===== src/rtl/gate_bist_sequencer.sv =====
// Built-in self test for the two-input gate block. Walks a/b through 00..11,
// lets the block settle, and compares its eight outputs against golden values.
module gate_bist_sequencer #(
    parameter int SETTLE_CYCLES = 2,
    parameter int LOOPS         = 1
) (
    input  logic       clk,
    input  logic       rst,
    input  logic       start,
    input  logic       abort,
    output logic       a_out,
    output logic       b_out,
    input  logic [7:0] gate_in,
    output logic       busy,
    output logic       done,
    output logic       pass,
    output logic [7:0] fail_mask,
    output logic [7:0] err_count,
    output logic [1:0] first_fail_vec,
    output logic       first_fail_vld
);

    localparam logic [1:0] S_IDLE   = 2'd0;
    localparam logic [1:0] S_SETTLE = 2'd1;
    localparam logic [1:0] S_CHECK  = 2'd2;
    localparam logic [1:0] S_DONE   = 2'd3;

    logic [1:0] state_q, state_d;
    logic [1:0] vec_q, vec_d;
    logic [1:0] ab_q, ab_d;
    logic [7:0] loop_q, loop_d;
    logic [3:0] cnt_q, cnt_d;
    logic       done_q, done_d;
    logic [7:0] fmask_q, fmask_d;
    logic [7:0] err_q, err_d;
    logic [1:0] ffv_q, ffv_d;
    logic       ffvld_q, ffvld_d;
    logic [7:0] miss;

    // Expected {xnor,xor,nor,nand,not_b,not_a,or,and} for each {a,b}.
    function automatic logic [7:0] golden(input logic [1:0] v);
        case (v)
            2'd0:    golden = 8'hBC;
            2'd1:    golden = 8'h56;
            2'd2:    golden = 8'h5A;
            default: golden = 8'h83;
        endcase
    endfunction

    assign miss = gate_in ^ golden(vec_q);

    always_comb begin
        state_d = state_q;
        vec_d   = vec_q;
        ab_d    = ab_q;
        loop_d  = loop_q;
        cnt_d   = cnt_q;
        done_d  = done_q;
        fmask_d = fmask_q;
        err_d   = err_q;
        ffv_d   = ffv_q;
        ffvld_d = ffvld_q;
        // Abort wins over everything; partial results stay visible.
        if (abort) begin
            state_d = S_IDLE;
            done_d  = 1'b0;
            ab_d    = 2'd0;
        end else begin
            case (state_q)
                S_IDLE, S_DONE: begin
                    if (start) begin
                        state_d = S_SETTLE;
                        vec_d   = 2'd0;
                        ab_d    = 2'd0;
                        loop_d  = 8'd0;
                        cnt_d   = 4'd0;
                        done_d  = 1'b0;
                        fmask_d = 8'd0;
                        err_d   = 8'd0;
                        ffv_d   = 2'd0;
                        ffvld_d = 1'b0;
                    end
                end
                S_SETTLE: begin
                    if (cnt_q == 4'(SETTLE_CYCLES - 1)) state_d = S_CHECK;
                    else                                cnt_d   = cnt_q + 4'd1;
                end
                default: begin
                    if (miss != 8'd0) begin
                        fmask_d = fmask_q | miss;
                        if (err_q != 8'hFF) err_d = err_q + 8'd1;
                        if (!ffvld_q) begin
                            ffv_d   = vec_q;
                            ffvld_d = 1'b1;
                        end
                    end
                    if (vec_q == 2'd3 && loop_q == 8'(LOOPS - 1)) begin
                        state_d = S_DONE;
                        done_d  = 1'b1;
                        ab_d    = 2'd0;
                    end else begin
                        state_d = S_SETTLE;
                        vec_d   = vec_q + 2'd1;
                        ab_d    = vec_q + 2'd1;
                        cnt_d   = 4'd0;
                        if (vec_q == 2'd3) loop_d = loop_q + 8'd1;
                    end
                end
            endcase
        end
    end

    always_ff @(posedge clk or posedge rst) begin
        if (rst) begin
            state_q <= S_IDLE;
            vec_q   <= 2'd0;
            ab_q    <= 2'd0;
            loop_q  <= 8'd0;
            cnt_q   <= 4'd0;
            done_q  <= 1'b0;
            fmask_q <= 8'd0;
            err_q   <= 8'd0;
            ffv_q   <= 2'd0;
            ffvld_q <= 1'b0;
        end else begin
            state_q <= state_d;
            vec_q   <= vec_d;
            ab_q    <= ab_d;
            loop_q  <= loop_d;
            cnt_q   <= cnt_d;
            done_q  <= done_d;
            fmask_q <= fmask_d;
            err_q   <= err_d;
            ffv_q   <= ffv_d;
            ffvld_q <= ffvld_d;
        end
    end

    assign a_out          = ab_q[1];
    assign b_out          = ab_q[0];
    assign busy           = (state_q == S_SETTLE) || (state_q == S_CHECK);
    assign done           = done_q;
    assign pass           = done_q & (fmask_q == 8'd0);
    assign fail_mask      = fmask_q;
    assign err_count      = err_q;
    assign first_fail_vec = ffv_q;
    assign first_fail_vld = ffvld_q;

endmodule


===== config.mk =====
export PLATFORM = sky130hd
export DESIGN_NAME = gate_bist_sequencer
export DESIGN_NICKNAME = d
export VERILOG_FILES = /design/src/rtl/gate_bist_sequencer.sv
export SDC_FILE = /design/constraint.sdc
export NUM_CORES = 1
export LEC_CHECK = 0
export ABC_CLOCK_PERIOD_IN_PS = 6500
export BUFFER_PORTS_ARGS = -buffer_cell sky130_fd_sc_hd__buf_2
export CAP_MARGIN = 10
export CORE_UTILIZATION = 40
export DETAILED_ROUTE_END_ITERATION = 8
export SYNTH_ARGS = -nofsm -noshare
export SYNTH_HDL_FRONTEND = slang
export SYNTH_SLANG_ARGS = --single-unit

===== constraint.sdc =====
create_clock -name clk -period 6.5 [get_ports clk]
set_input_delay 0.65 -clock clk [delete_from_list [all_inputs] [get_ports clk]]
set_output_delay 0.65 -clock clk [all_outputs]
set_load 0.02 [all_outputs]

# Word-level counts from Yosys, hierarchy flattened
# Index checks and enable logic that the tools add are counted.
[totals] word_cells=90 output_inout_bits=24 input_bits=12 regBits=38
[classes] addsub=4 n_bitwise=5 n_reduce_logical=21 n_mux=34 eq_ne=16
[op_table] cell="8-bit 2-to-1 mux" count=6
[op_table] cell="8-bit one-hot mux with 2 select lines" count=3
[op_table] cell="8-bit one-hot mux with 3 select lines" count=1
[op_table] cell="2-bit 2-to-1 mux" count=10
[op_table] cell="8-bit by 1-bit adder with 8-bit output (second input constant)" count=2
[op_table] cell="8-bit zero test" count=2
[op_table] cell="2-bit one-hot mux with 2 select lines" count=4
[op_table] cell="5-bit AND reduction" count=3
[op_table] cell="4-bit 2-to-1 mux" count=3
[op_table] cell="4-bit AND reduction" count=3
[op_table] cell="2-bit == test (second input constant)" count=4
[op_table] cell="8-bit != test (second input constant)" count=1
[op_table] cell="8-bit OR" count=1
[op_table] cell="4-bit one-hot mux with 2 select lines" count=1
[op_table] cell="8-bit nonzero test" count=1
[op_table] cell="8-bit XOR" count=1
[op_table] cell="2-bit != test (second input constant)" count=3
[op_table] cell="3-bit != test (second input constant)" count=2
[op_table] cell="2-bit nonzero test" count=3
[op_table] cell="4-bit by 1-bit adder with 4-bit output (second input constant)" count=1
[op_table] cell="2-bit by 1-bit == test with 1-bit output (second input constant)" count=2
[op_table] cell="4-bit by 1-bit == test with 1-bit output (second input constant)" count=1
[op_table] cell="2-bit zero test" count=2
[op_table] cell="1-bit 2-to-1 mux" count=4
[op_table] cell="other kinds (12)" count=16

# Longest topological paths before layout
# Gate-level depths: netlist of run 1.
[depth] depth_word=6 depth_mapped=9

# Worst setup path after synthesis of run 1
# OpenSTA, ideal clock, no wires.
[synth_path] path_kind="register -> register" startpoint="register vec_q[0]" endpoint="register err_q[3] (netlist: err_count[3])" n_path_buf=2 setup_time_ns=0.126 path_stages_with_launch=10 required_time_ns=6.374 setup_slack_ns=3.903 t_arrival_ns=2.471 path_cell_list="dfrtp_1 -> inv_1 -> ha_1 -> xor2_1 -> or4_1 -> or4_1 -> buf_2 -> and2_4 -> buf_6 -> a311o_1"
[synth_between] elab_chain_cells=6 elab_cells_between_ends=8
[synth_lines] element="start, declared" line="29" source="logic [1:0] vec_q, vec_d;"
[synth_lines] element="start signal, assigned" line="127" source="vec_q <= vec_d;"
[synth_lines] element="2-bit == test (tied with other cells)" line="42" source="case (v)"
[synth_lines] element="8-bit one-hot mux with 3 select lines (*)" line="42"
[synth_lines] element="8-bit XOR (*)" line="50" source="assign miss = gate_in ^ golden(vec_q);"
[synth_lines] element="8-bit nonzero test (*)" line="89" source="if (miss != 8'd0) begin"
[synth_lines] element="2-bit nonzero test (no line) (*)"
[synth_lines] element="5-bit AND reduction (no line) (*)"
[synth_lines] element="end signal, assigned" line="133" source="err_q <= err_d;"
[synth_lines] element="end, declared" line="35" source="logic [7:0] err_q, err_d;"
# Mark *: on every way between the ends. The rest lies on a longest branch, timed or not.
# A chain may end at the register's enable or synchronous reset.

# Worst setup path in the final report of run 1
# Ends and elaborated chain as after synthesis.

==> results of run 1 <==
cell families (layout without fill, tap and decap cells):
group / Yosys count / count (layout)
mux: 1 / 1
fa+ha+maj: 13 / 13
buf+inv: 24 / 60
compound gates: 61 / 61
flops: 38 / 38
simple gates: 78 / 78
xor+xnor: 11 / 11
sequential cells by signal (all words and copies together) (netlist names):
signal	flops
state_q	2
ab_q	2
first_fail_vld	1
vec_q	2
loop_q	8
fail_mask	8
first_fail_vec	2
err_count	8
cnt_q	4
done	1
per-layer routing:
layer / up-vias / track usage
met3: 7 / 0.0482
met1: 860 / 0.279
met5: - / 0
met4: 0 / 0.0453
li1: 891 / -
met2: 37 / 0.282
final cells by class:
class	instances	area, µm²	share of cell area
timing repair buffer	37	190	0.0763
sequential	38	951	0.382
tap	70	87.6	0.0351
clock buffer	8	110	0.0442
inverter	15	56.3	0.0226
multi-input combinational	164	1100	0.440
worst reg2reg max path, delay by kind of cell, from the launching register on:
kind / cells / cell delay, ns
and+or+nand+nor: 3 / 1.55
AOI/OAI and AO/OA: 1 / 0.26
adders and majority gates: 1 / 0.25
buffers and inverters: 1 / 0.13
DFF: 1 / 0.46
xor gates and xnor gates: 1 / 0.18
worst paths after layout:
path / end / slack, ns / cells after the start
max: err_count[3] / 3.56 / 7
max in group asynchronous: loop_q[4] / 5.69 / 3
min in group clk: ab_q[0] / 0.48 / 1
min: cnt_q[0] / 0.46 / 3
max reg2reg: err_count[3] / 3.56 / 7
min reg2reg: ab_q[0] / 0.48 / 1
stage by stage:
step	util	hold slack (ns)	power (µW)	setup slack [ns]
2_1_floorplan	-	0.512	678	3.90
4_1_cts	0.485	0.482	1000	3.57
3_5_place_dp	0.463	0.472	812	3.59
6_report	0.485	0.460	993	3.56
5_1_grt	0.485	0.512	1070	3.48
3_3_place_gp	0.463	0.461	806	3.66
power breakdown:
| group | internal (µW) | total [µW] | switching, µW |
|---|---|---|---|
| Combinational | 158 | 443 | 285 |
| Clock | 107 | 191 | 84.0 |
| Sequential | 297 | 359 | 62.0 |
cells in the mapped netlist (2+ instances only):
cell and n:
dfrtp_1 38, a41oi_1 2, and3_1 9, o21bai_1 2, and2_1 7, o21ai_0 8
a22o_1 2, clkbuf_1 6, nor2_1 19, nand3_1 6, nand4_1 3, xor2_1 4
ha_1 13, or3_1 4, or4_1 3, a21oi_1 15, a31oi_1 8, nand2_1 12
nor3_1 3, a21o_1 4, buf_2 2, nor3b_1 2, o31ai_1 3, inv_1 15
a211oi_1 2, a21boi_0 2, xnor2_1 7, nor4_1 5
==> results.toml, run 1 <==
[outcome]
run_status = "finished, final reports clean"

[detailed_routing]
post_drt_via_cell_ratio = 5.41
dr_wl_met3_um = 197
routedWlPerCell_um = 14.4
ant_nets = 0
route.top_layer_used = "met4"
wl_met1_um = 2460
drt_iter0_markers = 82
drc = 0
dr_total_vias = 1795
wl_met2_um = 2070
drtPass1Iterations = 4
routed_wirelength_um = 4780

[worst_setup_path]
crit_type = "flip-flop to flip-flop"
r2r-start = "vec_q[0]"
path_cells = "inv_1, ha_1, xor2_1, or4_1, or4_1, and2_4, a311o_1"
cp.required_ns = 6.67
critPathLaunchType = "flip-flop"
path_delay_family = "simple AND/OR/NAND/NOR gates"
crit_arrival_ns = 3.11
endpoint_kind = "flip-flop"
cpPeakStageDelay_ns = 0.75
crit_top_cell = "or4_1"
startpoint = "vec_q[0]"
path_buf_inv = 1
slowest_stage = "or4_1"
crit_fanout = 15

[finish]
layout.cells.most_common_list = "38 x dfrtp_1, 35 x buf_2, 19 x nor2_1"
layout_commonest_cell = "dfrtp_1"
drive_above_1_share = 0.179
antennaDiodeCount = 0
finalInstanceArea_mm2 = 0.00249
filler_cell_count = 535
final_cells = 332
layout.nets = 286
area_delta_synth_final_pct = 16.3

[synthesis]
synth_top_family_by_area = "simple AND/OR/NAND/NOR gates"
synth_compound_area_frac = 0.190
synth-simple-area-share = 0.194
yosysWarnings = 0
synth_top_area_frac = 0.444
avgSynthCellArea_um2 = 9.48
ys_ff_latch = 38
synthAdderAreaFrac = 0.0759
ys_seq_area_frac = 0.444
yosys.area.top_type = "dfrtp_1"
syn_area_mm2 = 0.00214
synthFlopType = "dfrtp_1"
synthArstFlopShare = 1.00
synth.distinct_cells = 48
synth_nets = 251
yosys.area_share.xor_xnor = 0.0450
synth_edf_count = 0
netlist_instances = 226
yosys-top-cells-area = "dfrtp_1 44%, ha_1 7.6%, a21oi_1 3.5%, nor2_1 3.3%, xnor2_1 2.9%"
synthMuxAreaShare = 0.00467

[timing]
timing.fmax_mhz = 340
timing.final.crit_share = 0.452
fin_skew_ns = 0.00797
setup_viol = 0
period_minus_slack_ns = 2.94
tns_ns = 0
slew_viol_final = 0
finalHoldViolations = 0
relSlewSlack = 0.306
worst_pin_slew_ns = 1.04
rsz0062_at_grt = "no"

[clocking]
clkLatencyLatePin_ns = 0.29
holdBufCountCts = 0
post-cts-setup-buffer-count = 0
cts.sinks = 38
cts.repair.resized = 0
root_buffer = "clkbuf_8"
cts_tree = "yes"
path_clk_slew_ns = 0.07
numCtsBuffers = 5
clk_path_buf_depth = 2
cts_htree_levels = 2

[place]
place_hpwl_um = 3390
place_congestion = 0.840
placed_area_mm2 = 0.00238
dp.cells = 324
io_buffers = 35

[die]
core_mm2 = 0.00514
die_area_mm2 = 0.00566
dieWidth_um = 75.2
initial_core_util = 0.417
pin_count = 36
num_rows = 26
die_h_um = 75.2

[global_route]
grt_pass1_vias = 1662
grt_max_degree = 39
overflow = 0
grt_pass1_wl_um = 8080
antenna_found_initial = 0
grt_use_total = 0.190

[power_and_ir_drop]
vdd_drop_max_v = 0.000204
p_per_area_mw_per_mm2 = 398
p_leak_uw = 0.00121

[job]
max_cap_violations = 0

[worst_hold_path]
hold_class = "input pin to asynchronous set/reset pin"
(Power assumes the default switching activity.)
==> run 2: changes to the inputs <==
--- a/config.mk
+++ b/config.mk
@@ -5,7 +5,7 @@
 export SDC_FILE = /design/constraint.sdc
 export NUM_CORES = 1
 export LEC_CHECK = 0
-export ABC_CLOCK_PERIOD_IN_PS = 6500
+export ABC_CLOCK_PERIOD_IN_PS = 2450
 export BUFFER_PORTS_ARGS = -buffer_cell sky130_fd_sc_hd__buf_2
 export CAP_MARGIN = 10
 export CORE_UTILIZATION = 40
==> constraint.sdc (replaced) <==
create_clock -name clk -period 2.45 [get_ports clk]
set_input_delay 0.245 -clock clk [delete_from_list [all_inputs] [get_ports clk]]
set_output_delay 0.245 -clock clk [all_outputs]
set_load 0.02 [all_outputs]
==> run 2 against run 1 <==
Against the previous run: die area unchanged; register-to-register slack lost 3.5 ns; combinational power rose to 3.2 times the previous value; critical endpoint is now first_fail_vec[0]; global-route usage rose by 0.93 points; flip-flop and latch count unchanged; clock power up 130%; cell area grew 6.9%; first-iteration DRC count grew 32%; final cell count up 5.7%; worst setup slack worse by 3.5 ns; critical path type unchanged.
==> results.toml, run 2 (same netlist as run 1, synthesis figures left out) <==
[global_route]
grt_pass1_wl_um = 8310
antenna_found_initial = 0
overflow = 0
grt_pass1_vias = 1777
grt_use_total = 0.199
grt_max_degree = 39

[die]
num_rows = 26
die_h_um = 75.2
pin_count = 36
initial_core_util = 0.417
die_area_mm2 = 0.00566
core_mm2 = 0.00514
dieWidth_um = 75.2

[power_and_ir_drop]
seq_power_share = 0.333
vdd_drop_max_v = 0.000544
p_per_area_mw_per_mm2 = 1060
p_leak_uw = 0.00131
internal_power_uw = 1620
p_sw_frac = 0.425
combinationalPowerShare = 0.510
switchingPower_uw = 1200
clockPowerShare = 0.157

[timing]
slew_viol_final = 0
whs_ns = 0.0594
fin_ws_ns = 0.0450
finalHoldViolations = 0
timing.fmax_mhz = 416
worst_pin_slew_ns = 0.598
rsz0062_at_grt = "yes"
setup_viol = 0
tns_ns = 0
period_minus_slack_ns = 2.40
fin_skew_ns = 0.00796
relSlewSlack = 0.591
timing.final.crit_share = 0.982

[clocking]
numCtsBuffers = 5
path_clk_slew_ns = 0.08
cts_tree = "yes"
cts.sinks = 38
root_buffer = "clkbuf_8"
clk_path_buf_depth = 2
clkLatencyLatePin_ns = 0.29
cts_htree_levels = 2

[worst_setup_path]
crit_arrival_ns = 2.58
endpoint_kind = "flip-flop"
critPathLaunchType = "flip-flop"
crit_type = "flip-flop to flip-flop"
path_cells = "ha_2, xnor2_1, or4_1, or4_4, buf_4, a41oi_1, o2bb2ai_1"
slowest_stage = "or4_1"
crit_fanout = 6
reg2regPathDepth = 7
cp.required_ns = 2.63
cpPeakStageDelay_ns = 0.52

[place]
place_ws_ns = -0.0372
place_congestion = 0.754
place_hpwl_um = 3520
io_buffers = 35

[detailed_routing]
ant_nets = 0
routed_wirelength_um = 4890
drt_iter0_markers = 108
drtPass1Iterations = 4
post_drt_via_cell_ratio = 5.26
drc = 0
dr_total_vias = 1847
routedWlPerCell_um = 13.9

[worst_hold_path]
hold_class = "input pin to asynchronous set/reset pin"

[finish]
layout.nets = 305
antennaDiodeCount = 0
layout.cells.most_common_list = "38 x dfrtp_1, 35 x buf_2, 20 x buf_4"
layout_commonest_cell = "dfrtp_1"
area_delta_synth_final_pct = 24.3
drive_above_1_share = 0.260

[job]
max_cap_violations = 0

[outcome]
run_status = "finished, final reports clean"
[run 2: cell count changes in the layout (fill, tap and decap cells not counted), moves of 2 or more]
cell	before	now
inv_2	0	2
inv_1	15	13
ha_1	13	10
ha_4	0	2
buf_4	2	20
clkbuf_8	8	6
[run 2: final timing paths]
| path | start | end | slack [ns] |
|---|---|---|---|
| max in group asynchronous | rst | first_fail_vld | 2.04 |
| worst min-delay path | rst | cnt_q[2] | 0.06 |
| min in group clk | abort | state_q[1] | 0.24 |
| worst max register to register | vec_q[0] | first_fail_vec[0] | 0.05 |
| worst min register to register | ab_q[0] | ab_q[0] | 0.48 |
| worst max-delay path | vec_q[0] | first_fail_vec[0] | 0.05 |
[run 2: critical path, delay by kind of cell (launching register included)]
kind            cells  cell delay (ns)
fa+ha+maj           1             0.23
compound gates      2             0.31
simple gates        2             1.04
xor+xnor            1             0.14
buf+inv             1             0.18
flops               1             0.41
[run 2: cell type report]
class,instances,area (µm²)
timing repair buffer,56,337
fill,506,2480
clock buffer,7,86.3
inverter,15,56.3
tap,70,87.6
multi-input combinational,164,1140
sequential,38,951
clock inverter,1,5.00
[run 2: per-layer routing]
metal | share of wire | vias up | wire length, µm | track usage
met1 | 0.50 | 863 | 2460 | 0.273
met3 | 0.046 | 7 | 227 | 0.0361
met4 | 0.015 | 0 | 73 | 0.0741
met2 | 0.43 | 46 | 2120 | 0.318
met5 | 0 | - | 0 | 0
li1 | - | 931 | - | -
[run 2: repair_timing]
item,4_1_cts,5_1_grt
hold buffers,0,0
resized for setup,1,6
endpoints found under the setup margin,1,5
setup buffers,2,3
pin swaps,0,6
[run 2: power groups by stage]
stage	Clock, µW	Combinational [µW]	Sequential (µW)
detailed placement	0	1340	951
global route	477	1600	962
floorplan	0	742	1070
global placement	0	1330	951
finish	442	1430	935
CTS	458	1360	935
[run 2: stage by stage]
step | util | cell area [µm²] | power [µW] | std cells
after floorplan | - | 2160 | 1810 | 226
after global placement | 0.487 | 2500 | 2280 | 338
after detailed placement | 0.487 | 2500 | 2290 | 338
after CTS | 0.508 | 2610 | 2760 | 348
after global routing | 0.518 | 2660 | 3040 | 351
final | 0.518 | 2660 | 2810 | 351
